===== src/rtl/rob_param_if.sv =====
// Bundle of dispatch, completion, commit and status signals for the reorder buffer.
// The master side drives dispatch, completions and flush; the slave side is the ROB itself.
interface rob_param_if #(
    parameter int DEPTH    = 16,
    parameter int DPW      = 2,
    parameter int CMW      = 2,
    parameter int NFIN     = 5,
    parameter int REG_SEL  = 5,
    parameter int ADDR_LEN = 32
);
    localparam int IW = $clog2(DEPTH);

    logic [DPW-1:0]          dp_valid;
    logic [DPW*ADDR_LEN-1:0] dp_pc;
    logic [DPW*REG_SEL-1:0]  dp_dst;
    logic [DPW-1:0]          dp_dstvalid;
    logic [DPW-1:0]          dp_isstore;
    logic [DPW-1:0]          dp_isbranch;
    logic                    dp_ready;
    logic [DPW*IW-1:0]       dp_tag;

    logic [NFIN-1:0]         fin_valid;
    logic [NFIN*IW-1:0]      fin_tag;
    logic [NFIN-1:0]         fin_exc;

    logic                    br_valid;
    logic [IW-1:0]           br_tag;
    logic                    br_taken;
    logic [ADDR_LEN-1:0]     br_target;

    logic                    flush;

    logic [CMW-1:0]          cm_valid;
    logic [CMW*IW-1:0]       cm_tag;
    logic [CMW-1:0]          cm_we;
    logic [CMW*REG_SEL-1:0]  cm_dst;
    logic                    cm_store;
    logic                    cm_branch;
    logic [ADDR_LEN-1:0]     cm_br_pc;
    logic                    cm_br_taken;
    logic [ADDR_LEN-1:0]     cm_br_target;

    logic                    exc_valid;
    logic [ADDR_LEN-1:0]     exc_pc;
    logic [IW-1:0]           exc_tag;
    logic [IW:0]             count;
    logic                    empty;

    modport master (
        output dp_valid, dp_pc, dp_dst, dp_dstvalid, dp_isstore, dp_isbranch,
        output fin_valid, fin_tag, fin_exc,
        output br_valid, br_tag, br_taken, br_target, flush,
        input  dp_ready, dp_tag,
        input  cm_valid, cm_tag, cm_we, cm_dst, cm_store, cm_branch,
        input  cm_br_pc, cm_br_taken, cm_br_target,
        input  exc_valid, exc_pc, exc_tag, count, empty
    );

    modport slave (
        input  dp_valid, dp_pc, dp_dst, dp_dstvalid, dp_isstore, dp_isbranch,
        input  fin_valid, fin_tag, fin_exc,
        input  br_valid, br_tag, br_taken, br_target, flush,
        output dp_ready, dp_tag,
        output cm_valid, cm_tag, cm_we, cm_dst, cm_store, cm_branch,
        output cm_br_pc, cm_br_taken, cm_br_target,
        output exc_valid, exc_pc, exc_tag, count, empty
    );
endinterface


===== src/rtl/rob_param.sv =====
// Parameterised reorder buffer: multi-lane in-order dispatch, out-of-order completion,
// in-order multi-lane commit with at most one store/branch per cycle, precise exceptions.
module rob_param #(
    parameter int DEPTH    = 16,
    parameter int DPW      = 2,
    parameter int CMW      = 2,
    parameter int NFIN     = 5,
    parameter int REG_SEL  = 5,
    parameter int ADDR_LEN = 32
) (
    input  logic       clk,
    input  logic       reset_n,
    rob_param_if.slave io
);
    localparam int IW = $clog2(DEPTH);
    localparam logic [IW:0] READY_MAX = (IW+1)'(DEPTH - DPW);

    logic [IW-1:0]       head;
    logic [IW-1:0]       tail;
    logic [IW:0]         count;
    logic [DEPTH-1:0]    finish;
    logic [DEPTH-1:0]    exc;
    logic [DEPTH-1:0]    brcond;
    logic [DEPTH-1:0]    dstvalid;
    logic [DEPTH-1:0]    isstore;
    logic [DEPTH-1:0]    isbranch;
    logic [ADDR_LEN-1:0] pc      [DEPTH];
    logic [ADDR_LEN-1:0] jmpaddr [DEPTH];
    logic [REG_SEL-1:0]  dst     [DEPTH];

    logic          dp_ready;
    logic          accept;
    logic          exc_block;
    logic          cm_open;
    logic [IW:0]   n_acc;
    logic [IW:0]   n_cm;
    logic [IW-1:0] didx [DPW];
    logic [IW-1:0] cidx [CMW];

    // Tags outside head..head+count-1 belong to squashed or not-yet-dispatched entries.
    function automatic logic in_window(input logic [IW-1:0] tag);
        logic [IW-1:0] off;
        off = tag - head;
        return {1'b0, off} < count;
    endfunction

    assign dp_ready  = (count <= READY_MAX);
    assign accept    = dp_ready && !io.flush;
    assign exc_block = (count != '0) && finish[head] && exc[head];

    assign io.dp_ready  = dp_ready;
    assign io.count     = count;
    assign io.empty     = (count == '0);
    assign io.exc_valid = exc_block;
    assign io.exc_tag   = head;
    assign io.exc_pc    = pc[head];

    always_comb begin
        n_acc     = '0;
        io.dp_tag = '0;
        for (int k = 0; k < DPW; k++) begin
            didx[k] = tail + IW'(k);
            io.dp_tag[k*IW +: IW] = didx[k];
            if (io.dp_valid[k]) n_acc = n_acc + (IW+1)'(1);
        end
    end

    // A commit group stops at the first unfinished/excepting entry or right after a store or branch.
    always_comb begin
        io.cm_valid     = '0;
        io.cm_tag       = '0;
        io.cm_we        = '0;
        io.cm_dst       = '0;
        io.cm_store     = 1'b0;
        io.cm_branch    = 1'b0;
        io.cm_br_pc     = '0;
        io.cm_br_taken  = 1'b0;
        io.cm_br_target = '0;
        n_cm            = '0;
        cm_open         = !io.flush && !exc_block;
        for (int k = 0; k < CMW; k++) begin
            cidx[k] = head + IW'(k);
            if (cm_open && ((IW+1)'(k) < count) && finish[cidx[k]] && !exc[cidx[k]]) begin
                io.cm_valid[k]               = 1'b1;
                io.cm_tag[k*IW +: IW]        = cidx[k];
                io.cm_we[k]                  = dstvalid[cidx[k]];
                io.cm_dst[k*REG_SEL +: REG_SEL] = dst[cidx[k]];
                n_cm                         = n_cm + (IW+1)'(1);
                if (isstore[cidx[k]]) begin
                    io.cm_store = 1'b1;
                    cm_open     = 1'b0;
                end
                if (isbranch[cidx[k]]) begin
                    io.cm_branch    = 1'b1;
                    io.cm_br_pc     = pc[cidx[k]];
                    io.cm_br_taken  = brcond[cidx[k]];
                    io.cm_br_target = jmpaddr[cidx[k]];
                    cm_open         = 1'b0;
                end
            end else begin
                cm_open = 1'b0;
            end
        end
    end

    always_ff @(posedge clk or negedge reset_n) begin
        if (!reset_n) begin
            head   <= '0;
            tail   <= '0;
            count  <= '0;
            finish <= '0;
            exc    <= '0;
            brcond <= '0;
        end else if (io.flush) begin
            tail   <= head;
            count  <= '0;
            finish <= '0;
        end else begin
            head  <= head + n_cm[IW-1:0];
            tail  <= tail + (accept ? n_acc[IW-1:0] : '0);
            count <= count + (accept ? n_acc : '0) - n_cm;
            for (int i = 0; i < NFIN; i++) begin
                if (io.fin_valid[i] && in_window(io.fin_tag[i*IW +: IW])) begin
                    finish[io.fin_tag[i*IW +: IW]] <= 1'b1;
                    exc[io.fin_tag[i*IW +: IW]]    <= io.fin_exc[i];
                end
            end
            if (io.br_valid && in_window(io.br_tag)) begin
                finish[io.br_tag] <= 1'b1;
                brcond[io.br_tag] <= io.br_taken;
            end
            // Dispatch is written last so it wins any same-index collision.
            if (accept) begin
                for (int k = 0; k < DPW; k++) begin
                    if (io.dp_valid[k]) begin
                        finish[didx[k]] <= 1'b0;
                        exc[didx[k]]    <= 1'b0;
                        brcond[didx[k]] <= 1'b0;
                    end
                end
            end
        end
    end

    always_ff @(posedge clk) begin
        if (io.br_valid && !io.flush && in_window(io.br_tag)) begin
            jmpaddr[io.br_tag] <= io.br_target;
        end
        if (accept) begin
            for (int k = 0; k < DPW; k++) begin
                if (io.dp_valid[k]) begin
                    pc[didx[k]]       <= io.dp_pc[k*ADDR_LEN +: ADDR_LEN];
                    dst[didx[k]]      <= io.dp_dst[k*REG_SEL +: REG_SEL];
                    dstvalid[didx[k]] <= io.dp_dstvalid[k];
                    isstore[didx[k]]  <= io.dp_isstore[k];
                    isbranch[didx[k]] <= io.dp_isbranch[k];
                end
            end
        end
    end
endmodule


===== src/flat_wrapper.sv =====
// flat-port wrapper written by rule: the top's interface ports become plain ports
module rob_param_flat 
#(
    parameter int DEPTH    = 16,
    parameter int DPW      = 2,
    parameter int CMW      = 2,
    parameter int NFIN     = 5,
    parameter int REG_SEL  = 5,
    parameter int ADDR_LEN = 32
)
  (clk, reset_n, io_dp_valid, io_dp_pc, io_dp_dst, io_dp_dstvalid, io_dp_isstore, io_dp_isbranch, io_fin_valid, io_fin_tag, io_fin_exc, io_br_valid, io_br_tag, io_br_taken, io_br_target, io_flush, io_dp_ready, io_dp_tag, io_cm_valid, io_cm_tag, io_cm_we, io_cm_dst, io_cm_store, io_cm_branch, io_cm_br_pc, io_cm_br_taken, io_cm_br_target, io_exc_valid, io_exc_pc, io_exc_tag, io_count, io_empty);
  rob_param_if #(.DEPTH(DEPTH), .DPW(DPW), .CMW(CMW), .NFIN(NFIN), .REG_SEL(REG_SEL), .ADDR_LEN(ADDR_LEN)) io_i ();
  input  logic clk;
  input  logic reset_n;
  input wire logic [$bits(io_i.dp_valid)-1:0] io_dp_valid;
  input wire logic [$bits(io_i.dp_pc)-1:0] io_dp_pc;
  input wire logic [$bits(io_i.dp_dst)-1:0] io_dp_dst;
  input wire logic [$bits(io_i.dp_dstvalid)-1:0] io_dp_dstvalid;
  input wire logic [$bits(io_i.dp_isstore)-1:0] io_dp_isstore;
  input wire logic [$bits(io_i.dp_isbranch)-1:0] io_dp_isbranch;
  input wire logic [$bits(io_i.fin_valid)-1:0] io_fin_valid;
  input wire logic [$bits(io_i.fin_tag)-1:0] io_fin_tag;
  input wire logic [$bits(io_i.fin_exc)-1:0] io_fin_exc;
  input wire logic [$bits(io_i.br_valid)-1:0] io_br_valid;
  input wire logic [$bits(io_i.br_tag)-1:0] io_br_tag;
  input wire logic [$bits(io_i.br_taken)-1:0] io_br_taken;
  input wire logic [$bits(io_i.br_target)-1:0] io_br_target;
  input wire logic [$bits(io_i.flush)-1:0] io_flush;
  output wire logic [$bits(io_i.dp_ready)-1:0] io_dp_ready;
  output wire logic [$bits(io_i.dp_tag)-1:0] io_dp_tag;
  output wire logic [$bits(io_i.cm_valid)-1:0] io_cm_valid;
  output wire logic [$bits(io_i.cm_tag)-1:0] io_cm_tag;
  output wire logic [$bits(io_i.cm_we)-1:0] io_cm_we;
  output wire logic [$bits(io_i.cm_dst)-1:0] io_cm_dst;
  output wire logic [$bits(io_i.cm_store)-1:0] io_cm_store;
  output wire logic [$bits(io_i.cm_branch)-1:0] io_cm_branch;
  output wire logic [$bits(io_i.cm_br_pc)-1:0] io_cm_br_pc;
  output wire logic [$bits(io_i.cm_br_taken)-1:0] io_cm_br_taken;
  output wire logic [$bits(io_i.cm_br_target)-1:0] io_cm_br_target;
  output wire logic [$bits(io_i.exc_valid)-1:0] io_exc_valid;
  output wire logic [$bits(io_i.exc_pc)-1:0] io_exc_pc;
  output wire logic [$bits(io_i.exc_tag)-1:0] io_exc_tag;
  output wire logic [$bits(io_i.count)-1:0] io_count;
  output wire logic [$bits(io_i.empty)-1:0] io_empty;
  assign io_i.dp_valid = io_dp_valid;
  assign io_i.dp_pc = io_dp_pc;
  assign io_i.dp_dst = io_dp_dst;
  assign io_i.dp_dstvalid = io_dp_dstvalid;
  assign io_i.dp_isstore = io_dp_isstore;
  assign io_i.dp_isbranch = io_dp_isbranch;
  assign io_i.fin_valid = io_fin_valid;
  assign io_i.fin_tag = io_fin_tag;
  assign io_i.fin_exc = io_fin_exc;
  assign io_i.br_valid = io_br_valid;
  assign io_i.br_tag = io_br_tag;
  assign io_i.br_taken = io_br_taken;
  assign io_i.br_target = io_br_target;
  assign io_i.flush = io_flush;
  assign io_dp_ready = io_i.dp_ready;
  assign io_dp_tag = io_i.dp_tag;
  assign io_cm_valid = io_i.cm_valid;
  assign io_cm_tag = io_i.cm_tag;
  assign io_cm_we = io_i.cm_we;
  assign io_cm_dst = io_i.cm_dst;
  assign io_cm_store = io_i.cm_store;
  assign io_cm_branch = io_i.cm_branch;
  assign io_cm_br_pc = io_i.cm_br_pc;
  assign io_cm_br_taken = io_i.cm_br_taken;
  assign io_cm_br_target = io_i.cm_br_target;
  assign io_exc_valid = io_i.exc_valid;
  assign io_exc_pc = io_i.exc_pc;
  assign io_exc_tag = io_i.exc_tag;
  assign io_count = io_i.count;
  assign io_empty = io_i.empty;
  rob_param #(.DEPTH(DEPTH), .DPW(DPW), .CMW(CMW), .NFIN(NFIN), .REG_SEL(REG_SEL), .ADDR_LEN(ADDR_LEN)) u_core (.clk(clk), .reset_n(reset_n), .io(io_i));
endmodule

===== config.mk =====
export PLATFORM = sky130hd
export DESIGN_NAME = rob_param_flat
export DESIGN_NICKNAME = d
export VERILOG_FILES = /design/src/rtl/rob_param_if.sv /design/src/rtl/rob_param.sv /design/src/flat_wrapper.sv
export SDC_FILE = /design/constraint.sdc
export NUM_CORES = 2
export LEC_CHECK = 0
export ABC_AREA = 1
export CELL_PAD_IN_SITES_DETAIL_PLACEMENT = 1
export CELL_PAD_IN_SITES_GLOBAL_PLACEMENT = 1
export CORE_ASPECT_RATIO = 1.2
export CORE_MARGIN = 4
export CORE_UTILIZATION = 47
export DETAILED_ROUTE_END_ITERATION = 10
export MAX_ROUTING_LAYER = met4
export PLACE_DENSITY_LB_ADDON = 0.2
export SLEW_MARGIN = 20
export SYNTH_ARGS = -nofsm -noshare
export SYNTH_HDL_FRONTEND = slang
export SYNTH_SLANG_ARGS = --single-unit

===== constraint.sdc =====
create_clock -name clk -period 10.1 [get_ports clk]
set_input_delay 3.03 -clock clk [delete_from_list [all_inputs] [get_ports clk]]
set_output_delay 3.03 -clock clk [all_outputs]
set_load 0.005 [all_outputs]

==> impl_metrics.csv <==
group,metric,value,unit
outcome,status,"completed",
routing,vias_per_cell,6.51,
floorplan,fp.dieArea,158000,um2
timing,tightest_slew,1400,ps
place,globalplace.congestion,0.949,
timing,rsz0062_at_grt,"false",
clock_network,cts_max_level,4,
place,dp_cells,10300,
worst_hold_path,hp-class,"reg2reg",
power_and_ir_drop,p_leak,0.0282,uW
finish,nets,8668,
clock_network,postCtsSetupBuffers,0,
clock_network,cts_hold_buf,0,
synthesis,ys.flop_type,"edfxtp_1",
worst_setup_path,crit_type,"reg2out",
global_route,grt_pass1_wl,437,mm
timing,period_share,92.1,%
clock_network,clock_path_buffers,3,
routing,post_drt_wl_per_cell,28.2,um
global_route,gr-usage-met2,59.6,%
synthesis,synth-edff-count,1152,
synthesis,syn-mean-instance-area,8.21,um2
synthesis,synthTopCellsByArea,"edfxtp_1 48%, o21ai_0 13%, nand2_1 8.0%, a21oi_1 5.0%, nor2_1 4.1%",
timing,clock.fmax,107,MHz
worst_setup_path,cp-start-kind,"flop",
synthesis,async_flop_share,5.03,%
synthesis,yosys-top-cells-count,"1916 x o21ai_0, 1529 x nand2_1, 1152 x edfxtp_1, 774 x nor2_1, 710 x a21oi_1",
job,max_cap_viol_count,0,
synthesis,synth_nets,8921,
finish,fill_cells,17700,
floorplan,ios,294,
timing,skew,37.7,ps
routing,drtIter0Drc,7911,
power_and_ir_drop,finalPower,21900,uW
global_route,met3_usage,6.16,%
routing,vias,68700,
worst_setup_path,endpoint_kind,"primary output",
synthesis,synth_seq_cells,1213,
timing,maxSlewHeadroom,6.71,%
global_route,antenna_found_initial,21,
worst_setup_path,r2r_cells,15,
worst_setup_path,critPathArrivalTime,6270,ps
place,pre_cts_ws,1010,ps
global_route,grt_pass1_vias,69600,
synthesis,seq_area_frac_synth,50.6,%
floorplan,num_rows,156,
synthesis,synthCells,8701,
synthesis,syn-cell-area,71400,um2
routing,ant_nets,0,
finish,area.sequential,36100,um2
finish,syn2layout_area_growth,10.8,%
clock_network,post_cts_resized,0,
timing,slew_violations,0,
worst_setup_path,worst_ep_required_time,7070,ps
routing,dr.pass1.iters,5,
worst_setup_path,crit_fanout,47,
clock_network,root_buffer,"clkbuf_16",
finish,fin_cells,10600,
global_route,grt_usage,37.5,%
global_route,grt_start_max_net_pins,272,
synthesis,synthMostInstantiatedCell,"o21ai_0",
place,io_buffers,293,
routing,remaining_drc_errors,0,
routing,wl,298,mm
power_and_ir_drop,power_density,277,nW/um2
clock_network,cts.sinks,1213,
clock_network,cts_inserted_buffers,135,
power_and_ir_drop,ir_drop,388,uV
synthesis,ys_warn_count,0,
global_route,use_met1,45.1,%
floorplan,coreArea,151000,um2
global_route,overflow,0,
timing,final.setup.worst_slack,797,ps
place,dp_hpwl,168,mm
finish,drive_gt1_share,4.34,%
finish,multiInputGateArea,29600,um2
clock_network,clkTransAtPathRegs,60,ps
timing,period_minus_slack,9300,ps
floorplan,dieHeight,435,um
floorplan,chipWidth,364,um
timing,tns,0,ps
worst_hold_path,hold_depth,2,
floorplan,start_util,47.3,%
clock_network,clk_latency,800,ps
synthesis,yosys.area.top_type,"edfxtp_1",
timing,hold_violations,0,
timing,finalSetupViolCount,0,
synthesis,synth_top_area_share,48.4,%
clock_network,cts_tree,"yes",
synthesis,ys_types,45,
global_route,grt.busiest_layer,"met2",
## power by group
group          switching [uW]  internal, uW  leakage, uW
Sequential                263          5920       0.0112
Clock                    2160          2820      0.00212
Combinational            7750          3020       0.0149
Total                   10200         11800       0.0282
## final timing paths
check / startpoint / endpoint / slack (ps)
max in group asynchronous: reset_n / u_core.io.exc_tag[3]$_DFFE_PN0N_ / 6930
min in group asynchronous: reset_n / u_core.tail[3]$_DFF_PN0_ / 2440
setup reg to reg: u_core.io.exc_tag[2]$_DFFE_PN0N_ / u_core.jmpaddr[6][2]$_DFFE_PP_ / 3740
hold / removal: u_core.exc[1]$_DFFE_PN0N_ / u_core.exc[1]$_DFFE_PN0N_ / 490
hold reg to reg: u_core.exc[1]$_DFFE_PN0N_ / u_core.exc[1]$_DFFE_PN0N_ / 490
setup / recovery: u_core.io.exc_tag[3]$_DFFE_PN0N_ / io_cm_dst[0] / 800
## cells by family (layout without fill, tap and decap cells)
family | count (synthesis) | after routing | synth area share [%]
adder cells (fa/ha/maj) | 67 | 67 | 1.28
buffers and inverters | 1488 | 1342 | 8.44
AND/OR/NAND/NOR | 2680 | 2680 | 14.9
flip-flops | 1213 | 1213 | 50.6
other | 0 | 22 | 0
XOR/XNOR | 26 | 26 | 0.319
AO/OA/AOI/OAI | 3227 | 3227 | 24.5
## worst max-delay path, stage by stage, from the launching register on
cell and delay, ps:
dfrtp_4 790, inv_4 600, buf_4 960, nand2_1 130, nor2_1 130, nand2_1 60
nand2_1 60, inv_1 70, nor2_4 150, buf_4 480, inv_1 460, a211oi_1 800
clkdlybuf4s50_1 640
## registers in the layout, indices dropped and copies added (netlist names)
name,flops
u_core.io.exc_tag,4
u_core.pc,512
u_core.finish,16
u_core.brcond,16
u_core.exc,16
u_core.isbranch,16
u_core.dstvalid,16
u_core.jmpaddr,512
u_core.dst,80
u_core.tail,4
u_core.isstore,16
u_core.io.count,5
## per-layer routing
layer  wire length [um]  vias to the layer above
met5                  0                        -
met4              19300                        0
met3              25600                     1013
met2             140000                     3523
met1             113000                    34300
li1                   -                    29900
## cell usage in the layout, fill, tap and decap left out, drive strengths merged, types with 13 or more instances in the layout
cell / n
clkdlybuf4s50: 291
nand4: 61
clkinv: 74
nor3: 46
a21oi: 710
inv: 698
o211ai: 154
a221oi: 17
clkbuf: 162
dfrtp: 61
xor2: 19
o2111ai: 26
diode: 22
buf: 104
nand2: 1529
nand3: 251
edfxtp: 1152
nor2: 777
o22ai: 98
o21ai: 2027
o21a: 13
ha: 57
o221ai: 143
## cell type report
cell class | count | share of cell area [%]
tap | 1975 | 3.12
inverter | 703 | 3.40
timing repair buffer | 395 | 4.85
sequential | 1213 | 45.7
clock inverter | 82 | 0.898
clock buffer | 162 | 4.53
multi-input combinational | 6000 | 37.5
antenna | 22 | 0.0696
## per-stage QoR
| step | hold WS (ps) | utilization [%] | area [um2] |
|---|---|---|---|
| 4_1_cts | 490 | 52.4 | 79000 |
| 2_1_floorplan | 449 | - | 71400 |
| 5_1_grt | 515 | 52.4 | 79100 |
| 3_5_place_dp | 475 | 49.5 | 74700 |
| 6_report | 488 | 52.4 | 79100 |
| 3_3_place_gp | 465 | 49.5 | 74700 |
Note: power is estimated with default switching activity, not from simulation.
